**src/rtl/rs_ff_checker_sat_counter.sv**
```systemverilog
// Saturating up-counter with enable and asynchronous active-high clear.
// Holds at all-ones instead of wrapping.
module sat_counter #(
    parameter int W = 8
) (
    input  logic         clk,
    input  logic         clear,
    input  logic         en,
    input  logic         inc,
    output logic [W-1:0] count
);
    always_ff @(posedge clk or posedge clear) begin
        if (clear)
            count <= '0;
        else if (en && inc && (count != {W{1'b1}}))
            count <= count + 1'b1;
    end
endmodule

```
**config.mk**
```make
export PLATFORM = sky130hd
export DESIGN_NAME = sat_counter
export DESIGN_NICKNAME = d
export VERILOG_FILES = /design/src/rtl/rs_ff_checker_sat_counter.sv
export SDC_FILE = /design/constraint.sdc
export NUM_CORES = 1
export LEC_CHECK = 0
export BUFFER_PORTS_ARGS = -buffer_cell sky130_fd_sc_hd__buf_4
export CORE_AREA = 4 4 41 43
export CTS_BUF_LIST = sky130_fd_sc_hd__clkbuf_8 sky130_fd_sc_hd__clkbuf_16
export CTS_CLUSTER_DIAMETER = 40
export DETAILED_ROUTE_END_ITERATION = 10
export DIE_AREA = 0 0 45 47
export PLACE_DENSITY_LB_ADDON = 0.08
export SLEW_MARGIN = 30
export SYNTH_ARGS = -nofsm -noshare
export SYNTH_HDL_FRONTEND = slang
export SYNTH_SLANG_ARGS = --single-unit
export TNS_END_PERCENT = 100
```
**constraint.sdc**
```tcl
create_clock -name clk -period 3.2 [get_ports clk]
set_clock_uncertainty 0.1 [all_clocks]
set_input_delay 0.32 -clock clk [delete_from_list [all_inputs] [get_ports clk]]
set_output_delay 0.32 -clock clk [all_outputs]
set_load 0.005 [all_outputs]
```
==> metrics list, run 1 <==
- The repair_antennas step left the layout with diodes totalling 0.
- Relative to the synthesized area, the layout overhead comes to 35.3%.
- The number of nets in the synthesized netlist is 44.
* RSZ-0062 raised after global routing: no
- For this design the static power due to leakage is 0.000266 uW.
- Of the post-synthesis cell area, the dominant cell type holds 0.462.
- The register with the most flip-flops in the layout has 8 of them.
* Clock transition at the register clock pins on the worst setup and hold paths after CTS: 0.04 ns
- Port Buf Inserts: 11
* Remaining number of nets flagged by the antenna check after routing: 0
* Dominant cells by area after synthesis: sky130_fd_sc_hd__dfrtp_1 46%, sky130_fd_sc_hd__nand4_1 5.8%, sky130_fd_sc_hd__mux2_1 5.2%, sky130_fd_sc_hd__mux2_2 5.2%, sky130_fd_sc_hd__nand3_1 3.5%
- For the final routed database, the setup TNS stands at 0 ns.
- Maximum cell stage delay along the critical path: 0.43 ns
* Number of buffers created by CTS: 3
* Via count of the first global-routing pass: 362
- Fraction of the yosys area taken by sequential cells: 0.462
* IO Pins: 12
* RD Place Congestion: 0.697
- Summed over all layers, the routed wires come to 922 um.
- For the pin with the worst max-slew slack, the measured transition is 0.312 ns.
- Of all flip-flops after synthesis, the portion carrying an async set or reset was 1.00.
- In this run, synthesis produced a sequential element count of 8.
- Across every metal layer, demand over resource in global routing totals 0.109.
* Post-layout util: 0.450
- Post-synth top flop: sky130_fd_sc_hd__dfrtp_1
- The final count of pins violating max slew was 0.
- In the final layout, the share of cells above drive strength 1 is 0.370.
- Cell Count, Final, Fillers Out: 69
- Final Hold Fails: 0
- Die area: 2120 um^2
- Wire per inst: 13.4 um
* Horizontal extent of the die: 45 um
- Count of mapped cells out of synthesis: 39
- Largest reg by FF count: count
- The multi-input combinational cells in the finished layout cover a total of 225 um^2.
- Total number of clock tree sinks: 8
* Post-route DRC: 0
- Final period demand of the worst path: 1.54 ns
* Clock Latency Late Sink: 0.23 ns
- Met3 WL: 94 um
* Number of H-tree levels: 1
- HPWL Detailed: 711 um
- Die Y: 47 um
* Highest ir drop seen on vdd: 0.333 mV
- In the layout the commonest cells are 11 x sky130_fd_sc_hd__buf_4, 8 x sky130_fd_sc_hd__dfrtp_1, 4 x sky130_fd_sc_hd__nand4_1.
- Total setup buffers inserted after CTS: 0
- On the critical path, the stage with the largest delay is an instance of sky130_fd_sc_hd__dfrtp_1.
* Kind of cell adding the most delay to the critical path: flip-flops
- Critical path capture point type: register
* Ratio of routed vias to standard cells: 5.30
- Together, buffers and inverters on the worst path number 0.
- The flow ran to the end, and the final reports show no timing, DRC or antenna violations.
* Wl on met1: 402 um
- For this run the aggregate overflow at the end of global routing stands at 0.
- Kind of path behind the tightest hold check: input pin to register
- Largest registers: count: 8 flops
* Number of synthesized flops with an enable pin: 0
- Max-capacitance violation count: 0
* First DRT Iteration DRCs: 4
* Top layer used by detailed routing: met4
- After the last flow step, the layout net total stands at 61.
- Yosys printed 0 warnings.
- After detailed placement, the design holds a cell count of 65.
* Relative slew slack: 0.792
* Global-route wire length before repair: 1570 um
- Effective utilization at floorplan: 0.333
- After floorplanning, the core was divided into 13 placement rows.
- Startpoint type of the worst setup path: register
* Count of final setup violators: 0
* Crit-path cells: ha_1, nand3_1, o21ai_2, mux2_1
- Overall power consumption after layout is estimated at 450 uW.
* Root Buffer: sky130_fd_sc_hd__clkbuf_8
- Power density over the cells: 768 nW/um^2
- The largest total area in the synthesized netlist belongs to sky130_fd_sc_hd__dfrtp_1.
- The tightest hold path in the finished design has a slack of 0.379 ns.
* Syn avg cell area: 11.1 um^2
* Biggest fanout along the worst timing path: 5
- After filler insertion, the fill cell instance count of the layout stands at 136.
* Synth Cell Area: 433 um^2
- Clock Tree Buf Depth: 2
* Max Clk Rate: 0.649 GHz
* Library cells used by synthesis: 22
- Dividing the final minimum period by the clock period gives 0.482.
- The critical path in this run is classified as register to register.
- The library cell used most frequently in the layout, excluding fill and tap cells, is sky130_fd_sc_hd__buf_4.
- Number of antenna violations at the first check in global routing: 0
- Worst endpoint required time: 3.20 ns
* Data arrival at the endpoint of the critical path: 1.54 ns
- Maximum number of pins on one net before global-route repair: 9
- TritonCTS built the clock tree.
- Number of vias in the routed layout: 366
- In this run the standard cell core region covers 1300 um^2.
- Total met2 wirelength after detailed routing: 408 um
- Number of optimization iterations in the first detailed-route pass: 3
- Sequential standard cell area: 200 um^2
[cell type report]
cell class / count / area share
clock buffer: 3 / 0.0705
inverter: 2 / 0.0128
multi-input combinational: 29 / 0.385
sequential: 8 / 0.342
tap: 15 / 0.0321
timing repair buffer: 12 / 0.158
[routing by layer]
metal	vias up	GRT usage
li1	180	-
met1	168	0.120
met2	16	0.158
met3	2	0.0766
met4	0	0.0526
met5	-	0
[logic make-up (layout without fill, tap and decap cells)]
kind of cell    count (synthesis)  after routing  share of synthesized area
buf+inv                         2             17                     0.0173
xor+xnor                        2              2                     0.0405
flops                           8              8                      0.462
mux                             5              5                      0.127
compound gates                  6              6                      0.107
simple gates                   15             15                      0.217
fa+ha+maj                       1              1                     0.0289
[cell usage after synthesis (2+ instances only)]
| master | n |
|---|---|
| sky130_fd_sc_hd__mux2_2 | 2 |
| sky130_fd_sc_hd__inv_1 | 2 |
| sky130_fd_sc_hd__nand2_1 | 3 |
| sky130_fd_sc_hd__nand4_1 | 4 |
| sky130_fd_sc_hd__dfrtp_1 | 8 |
| sky130_fd_sc_hd__mux2_1 | 2 |
| sky130_fd_sc_hd__nand3_1 | 3 |
[report_power, final]
| part | switching (uW) | internal [uW] | leakage (uW) |
|---|---|---|---|
| combinational | 52.9 | 81.1 | 0.000143 |
| sequential | 60.4 | 136 | 0.000102 |
| clock | 38.1 | 81.3 | 0.0000216 |
| total | 151 | 298 | 0.000266 |
[timing repair]
| item | CTS | global route |
|---|---|---|
| resized for setup | 0 | 0 |
| hold endpoints to repair | 8 | 0 |
| hold buffers | 1 | 0 |
[worst reg2reg max path, cell delays in order (launching register included)]
cell	delay, ns
sky130_fd_sc_hd__dfrtp_1	0.43
sky130_fd_sc_hd__ha_1	0.28
sky130_fd_sc_hd__nand3_1	0.12
sky130_fd_sc_hd__o21ai_2	0.17
sky130_fd_sc_hd__mux2_1	0.33
[stage by stage]
stage          setup slack [ns]  cell area (um^2)
3_3_place_gp               1.73               534
6_report                   1.66               586
3_5_place_dp               1.67               534
2_1_floorplan              1.75               433
4_1_cts                    1.65               586
5_1_grt                    1.59               586
[path summary, 6_finish.rpt]
| kind | startpoint | end | slack, ns | cells after the start |
|---|---|---|---|---|
| setup / recovery | count[0] | count[1] | 1.66 | 4 |
| min in group asynchronous | clear | count[5] | 0.50 | 3 |
| hold / removal | en | count[2] | 0.38 | 3 |
| max in group asynchronous | clear | count[1] | 2.26 | 3 |
| setup reg to reg | count[0] | count[1] | 1.66 | 4 |
| hold reg to reg | count[0] | count[0] | 0.47 | 1 |
Note: power is estimated with default switching activity, not from simulation.
==> run 2: changes to the inputs <==
- clock period: 3.2 -> 1.5 ns (I/O delays scaled with it)
==> run 2 against run 1 <==
Register-to-register slack got worse by 1.6 ns; via count grew 5.2%; fmax increased by 9.1%; final area increased by 6.0%; setup slack lost 1.6 ns; global-route usage is 0.73 points higher; final cell count up 4.3%; sequential share of layout area fell by 1.9 points; flip-flop and latch count stayed put; largest cell class unchanged; highest routed layer unchanged.
==> metrics list, run 2 (synthesized netlist as in run 1, its figures left out) <==
- The final weighted congestion in routability-driven placement is 0.805 (+16%).
- Leaving out fill and tap cells, the most frequent cell in the layout is sky130_fd_sc_hd__buf_4.
- Worst-case register-to-register setup slack: 0.09 ns (-1.57 ns)
- The worst setup path is captured at a register.
- The critical path required time was 1.51 ns (-1.69 ns).
- IO Pins: 12 (unchanged)
- The number of placement rows came to 13 (unchanged).
- The CTS buffer count is 3 (unchanged).
- Kind of path behind the tightest hold check: input pin to register
- Worst reg2reg path depth: 4 (unchanged)
- The count of buffers added by post-CTS timing repair for setup came to 0 (unchanged).
* Global-route wire length before repair: 1680 um (+6.5%)
- Final Hold Fails: 0 (unchanged)
- Filler cell count: 129 (-5.1%)
- The cell total after placement is 68 (+4.6%).
* Clock transition at the register clock pins on the worst setup and hold paths after CTS: 0.04 ns (about the same)
- The maximum number of pins on one net before global-route repair was 9 (unchanged).
* Count of final max-slew check failures: 0 (unchanged)
- Final period demand of the worst path: 1.41 ns (-0.129 ns)
- The tree is rooted in a sky130_fd_sc_hd__clkbuf_8.
- Sequential standard cell area: 200 um^2 (unchanged)
- The ratio of routed vias to standard cells was 5.35 (+0.81%).
* Worst flop-to-flop path endpoint: count[1]
- Post-route DRC: 0 (unchanged)
- Port Buf Inserts: 11 (unchanged)
* Total number of clock tree sinks: 8 (unchanged)
- The largest registers in the layout are count: 8 flops.
* Maximum cell stage delay along the critical path: 0.39 ns (-0.04 ns)
* Static leakage power: 0.000281 uW (+5.4%)
* Slowest cell on crit path: sky130_fd_sc_hd__dfrtp_1
- Total cell area at the placement stage: 557 um^2 (+4.2%)
- The initial core utilization came to 0.333 (unchanged).
- The global-route total usage across every layer came to 0.116 (+0.00733).
- RSZ-0062 raised after global routing: no
- Clock tree from TritonCTS: built
* Cell Count, Final, Fillers Out: 72 (+4.3%)
- Die area: 2120 um^2 (unchanged)
* Number of vias in the routed layout: 385 (+5.2%)
* Wire per inst: 14.2 um (+6.4%)
- Walking the worst path, the cells encountered are ha_4, nand3_1, o21ai_2, mux2_1.
* Max Clk Rate: 0.708 GHz (+9.1%)
* Multi-input combinational cell area: 238 um^2 (+5.6%)
- Clock Latency Late Sink: 0.23 ns (about the same)
- Leaving out fill and tap cells, the most frequent cells in the layout are 14 x sky130_fd_sc_hd__buf_4, 8 x sky130_fd_sc_hd__dfrtp_1, 4 x sky130_fd_sc_hd__nand4_1.
- Remaining number of nets flagged by the antenna check after routing: 0 (unchanged)
- The area growth from synthesis to layout is 43.4%.
- The total of max-cap violations was 0 (unchanged).
* Hold path depth: 3 (unchanged)
- Ant. Diodes: 0 (unchanged)
- The detailed-router iteration count before antenna repair is 4 (+1).
- The post-route fraction of the period consumed by the critical path is 0.942 (+0.460).
* Die Y: 47 um (unchanged)
- The placeable core area was 1300 um^2 (unchanged).
* Start-to-end type of the worst setup path: register to register
- The worst hold slack after final layout came to 0.241 ns (-0.138 ns).
- The headroom to the max-slew limit is 0.789 (-0.00316).
* Highest ir drop seen on vdd: 0.859 mV (+160%)
- The fraction of final layout cells with drive strength greater than 1 is 0.421 (+0.0507).
* Sum of routed wire length over all layers: 1020 um (+11%)
- The total number of nets in the final design was 64 (+4.9%).
* Via count of the first global-routing pass: 394 (+8.8%)
- The final setup violation count came to 0 (unchanged).
- The register with the most flip-flops in the final layout is count.
* Outcome: completed
- The H-tree depth is 1 (unchanged).
- Post-route setup TNS: 0 ns (unchanged)
- The initial antenna violation count is 0 (unchanged).
- Hold endpoint: count[2]
- HPWL Detailed: 787 um (+11%)
- The total congestion overflow after global routing is 0 (unchanged).
- The total non-filler cell area in the finished layout was 621 um^2 (+6.0%).
- Launching point of the worst reg2reg path: count[0]
- The startpoint identified for the worst hold timing path is en.
- The arrival time of the worst setup path came to 1.42 ns (-0.12 ns).
- The floorplan die width was 45 um (unchanged).
- Biggest fanout along the worst timing path: 5 (unchanged)
- Power density over the cells: 1750 nW/um^2 (+130%)
* Worst Max-Slew Pin Slew: 0.317 ns (+0.00474 ns)
- Clock Tree Buf Depth: 2 (unchanged)
- Flip-flop count of the largest register after layout: 8 (unchanged)
* Startpoint type of the worst setup path: register
- The DRC marker count from the first detailed-route iteration was 7 (+3).
[run 2: cell types whose count changed in the layout (fill, tap and decap cells not counted)]
cell and change:
sky130_fd_sc_hd__ha_4 +1, sky130_fd_sc_hd__ha_1 -1, sky130_fd_sc_hd__buf_4 +3
[run 2: metrics by stage]
step | setup slack (ns) | total power [uW] | utilization
floorplan | 0.0479 | 541 | -
global placement | 0.117 | 765 | 0.428
detailed placement | 0.0341 | 788 | 0.428
CTS | 0.0207 | 1050 | 0.467
global route | 0.000379 | 1170 | 0.477
finish | 0.0867 | 1090 | 0.477
[run 2: power breakdown]
part	internal, uW	switching, uW
clock	174	82.4
sequential	290	116
combinational	255	168
[run 2: area by class of cell]
cell class                      instances  share of cell area
Multi-Input combinational cell         29               0.383
Clock buffer                            3              0.0665
Timing Repair Buffer                   15               0.185
Sequential cell                         8               0.323
Tap cell                               15              0.0302
Inverter                                2              0.0121
[run 2: worst max path at each step]
stage	from	endpoint	slack, ns
floorplan	count[0]	count[1]	0.05
global placement	count[0]	count[1]	0.12
detailed placement	count[0]	count[1]	0.03
CTS	count[0]	count[1]	0.02
global route	count[3]	count[7]	0.0004
finish	count[0]	count[1]	0.09
[run 2: critical path, delay by kind of cell, from the launching register on]
family,cells,cell delay [ns]
simple gates,1,0.11
compound gates,1,0.17
mux,1,0.34
flops,1,0.39
fa+ha+maj,1,0.18
[run 2: routing by layer]
metal	vias up	track usage	routed length, um
li1	186	-	-
met4	0	0.0702	23
met5	-	0	0
met2	16	0.189	452
met3	3	0.0421	82
met1	180	0.130	466
[run 2: what timing repair did]
action | 4_1_cts | 5_1_grt
resized for setup | 0 | 2
setup endpoints to repair | 0 | 1
endpoints found under the hold margin | 8 | 0
hold buffers | 1 | 0
==> run 3: changes to the inputs <==
- CTS_BUF_LIST: sky130_fd_sc_hd__clkbuf_8 sky130_fd_sc_hd__clkbuf_16 -> sky130_fd_sc_hd__clkbuf_16
==> run 3 against run 2 <==
Power up 17%; first-iteration DRC count rose by 86%; final cell count unchanged; non-clock buffer count stayed put; critical endpoint unchanged; global-route usage grew 0.64 points; largest power group is now clock.
==> metrics list, run 3 (synthesized netlist as in run 1, its figures left out) <==
- Placeable Area: 1300 um^2 (unchanged)
- Number of H-tree levels: 1 (unchanged)
- Count of final setup violators: 0 (unchanged)
- The largest registers in the layout are count: 8 flops.
- Relative to the synthesized area, the layout overhead comes to 51.4%.
* Largest reg by FF count: count
- Relative slew slack: 0.785 (-0.00324)
- Filler cell count: 129 (unchanged)
- The via count came to 385 (unchanged).
* Crit-path cells: ha_4, nand3_1, o21ai_2, mux2_1
- Remaining number of nets flagged by the antenna check after routing: 0 (unchanged)
- Total number of clock tree sinks: 8 (unchanged)
- STA classifies the critical path endpoint as a register.
- The initial antenna violation count is 0 (unchanged).
- The maximum frequency from static timing analysis is 0.710 GHz (+0.31%).
- All-Layer GR Usage: 0.123 (+0.00636)
- Highest ir drop seen on vdd: 0.863 mV (+0.45%)
* Port Buf Inserts: 11 (unchanged)
* First DRT Iteration DRCs: 13 (+6)
* Start-to-end type of the worst setup path: register to register
- Clock Tree Buf Depth: 2 (unchanged)
- The clock group share of total power was 0.350 (+0.114).
- The total number of nets in the final design came to 64 (unchanged).
* IO Pins: 12 (unchanged)
- The total die area is 2120 um^2 (unchanged).
- The flow ran to the end, and the final reports show no timing, DRC or antenna violations.
* Static leakage power: 0.000295 uW (+5.1%)
- The detailed-router iteration count before antenna repair came to 4 (unchanged).
* Clock tree from TritonCTS: built
- The HPWL reported at the end of detailed placement is 787 um (unchanged).
- The count of buffering cells on the critical path with inverters included was 0 (unchanged).
- The CTS buffer count was 3 (unchanged).
- The cell total after placement came to 68 (unchanged).
* Remaining Overflow, GRT: 0 (unchanged)
- Post-route DRC: 0 (unchanged)
* Switch share: 0.306 (-0.0315)
- The final routed wire length divided by cell count came to 15.1 um (+6.3%).
- The maximum number of pins on one net before global-route repair is 9 (unchanged).
* Effective utilization at floorplan: 0.333 (unchanged)
- Root Buffer: sky130_fd_sc_hd__clkbuf_16
- The library cells used most frequently in the layout, excluding fill and tap cells, are 14 x sky130_fd_sc_hd__buf_4, 7 x sky130_fd_sc_hd__dfrtp_1, 4 x sky130_fd_sc_hd__nand4_1.
- The number of placement rows was 13 (unchanged).
- Share of cells above drive strength 1: 0.439 (+0.0175)
- The transition at the pin with the smallest max-transition slack is 0.322 ns (+0.00486 ns).
* Post-layout util: 0.504 (+0.0269)
- The worst setup path is launched from a register.
- The clock-pin slew reported for the worst setup and hold paths after clock tree synthesis is 0.04 ns (about the same).
- The cell-internal power is 884 uW (+23%).
* Flip-flop count of the largest register after layout: 8 (unchanged)
- In this run the worst hold path is classified as input pin to register.
- Final period demand of the worst path: 1.41 ns (-0.00434 ns)
- The delay of the slowest cell on the worst path is 0.39 ns (about the same).
- The share of total power in sequential cells is 0.324 (-0.050).
* Horizontal extent of the die: 45 um (unchanged)
- The final weighted congestion in routability-driven placement is 0.805 (unchanged).
* Part of the total power dissipated in combinational logic: 0.326 (-0.064)
- NetSw: 390 uW (+6.4%)
* Biggest fanout along the worst timing path: 5 (unchanged)
- Power density over the cells: 1940 nW/um^2 (+11%)
- The number of global-route vias before repair is 380 (-3.6%).
* Ratio of routed vias to standard cells: 5.35 (unchanged)
* Die Y: 47 um (unchanged)
- The final count of pins violating max slew is 0 (unchanged).
- The non-filler instance count after layout was 72 (unchanged).
- Global-route wire length before repair: 1730 um (+3.3%)
- Slowest cell on crit path: sky130_fd_sc_hd__dfrtp_1
* Max-capacitance violation count: 0 (unchanged)
- The post-route fraction of the period consumed by the critical path came to 0.939 (-0.00290).
* Final Hold Fails: 0 (unchanged)
- Post-route setup TNS: 0 ns (unchanged)
- Post-route design area: 656 um^2 (+5.6%)
* Sum of routed wire length over all layers: 1090 um (+6.3%)
- Worst endpoint required time: 1.51 ns (about the same)
* Leading cell type in the layout, fill and taps excluded: sky130_fd_sc_hd__buf_4
- Kind of cell adding the most delay to the critical path: flip-flops
- The clock latency reported for the late side of the worst-skew pair was 0.23 ns (about the same).
- The instance area at placement was 557 um^2 (unchanged).
- Data arrival at the endpoint of the critical path: 1.42 ns (about the same)
- Setup repair after global routing left no endpoint under its margin.
* Ant. Diodes: 0 (unchanged)
## run 3: changes by cell type in the layout (fill, tap and decap cells not counted)
| cell | delta |
|---|---|
| sky130_fd_sc_hd__clkbuf_16 | +3 |
| sky130_fd_sc_hd__clkbuf_8 | -3 |
| sky130_fd_sc_hd__dfrtp_1 | -1 |
| sky130_fd_sc_hd__dfrtp_2 | +1 |
## run 3: layout make-up
type                       instances  area [um^2]  area share
clock buffer                       3         75.1       0.115
inverter                           2         7.51      0.0115
multi-input combinational         29          238       0.363
sequential                         8          201       0.307
tap                               15         18.8      0.0286
timing repair buffer              15          115       0.176
## run 3: worst min-delay path: cells and delay by family
family | cells | cell delay (ns)
mux | 1 | 0.09
buf+inv | 1 | 0.12
simple gates | 1 | 0.16
## run 3: power groups by stage
stage               clock network (uW)  logic, uW  registers [uW]
CTS                                448        402             392
global placement                     0        380             384
detailed placement                   0        397             392
finish                             445        415             413
floorplan                            0        140             401
global route                       458        461             425
## run 3: metal layers
metal / track usage / share of wire / routed length [um]
met5: 0 / 0 / 0
met4: 0.0877 / 0.020 / 22
met3: 0.0421 / 0.066 / 72
met2: 0.192 / 0.47 / 514
met1: 0.139 / 0.44 / 479
## run 3: timing repair
action	4_1_cts	5_1_grt
hold buffers	1	0
setup buffers	0	0
gates resized for setup	0	3
hold endpoints to repair	8	0
setup endpoints to repair	0	2
## run 3: worst paths after layout
path / endpoint / slack, ns / start / depth (start not counted)
setup / recovery: count[1] / 0.09 / count[1] / 4
hold / removal: count[2] / 0.24 / en / 3
setup reg to reg: count[1] / 0.09 / count[1] / 4
hold reg to reg: count[5] / 0.49 / count[5] / 1
max in group asynchronous: count[3] / 0.71 / clear / 3
min in group asynchronous: count[4] / 0.33 / clear / 3
## run 3: stage by stage
step	total power [uW]	hold WS (ns)	setup WS, ns
after CTS	1240	0.240	0.0253
after detailed placement	788	0.0247	0.0341
after floorplan	541	-0.134	0.0479
final	1270	0.238	0.0910
after global placement	765	0.0182	0.117
after global routing	1340	0.290	0.0218
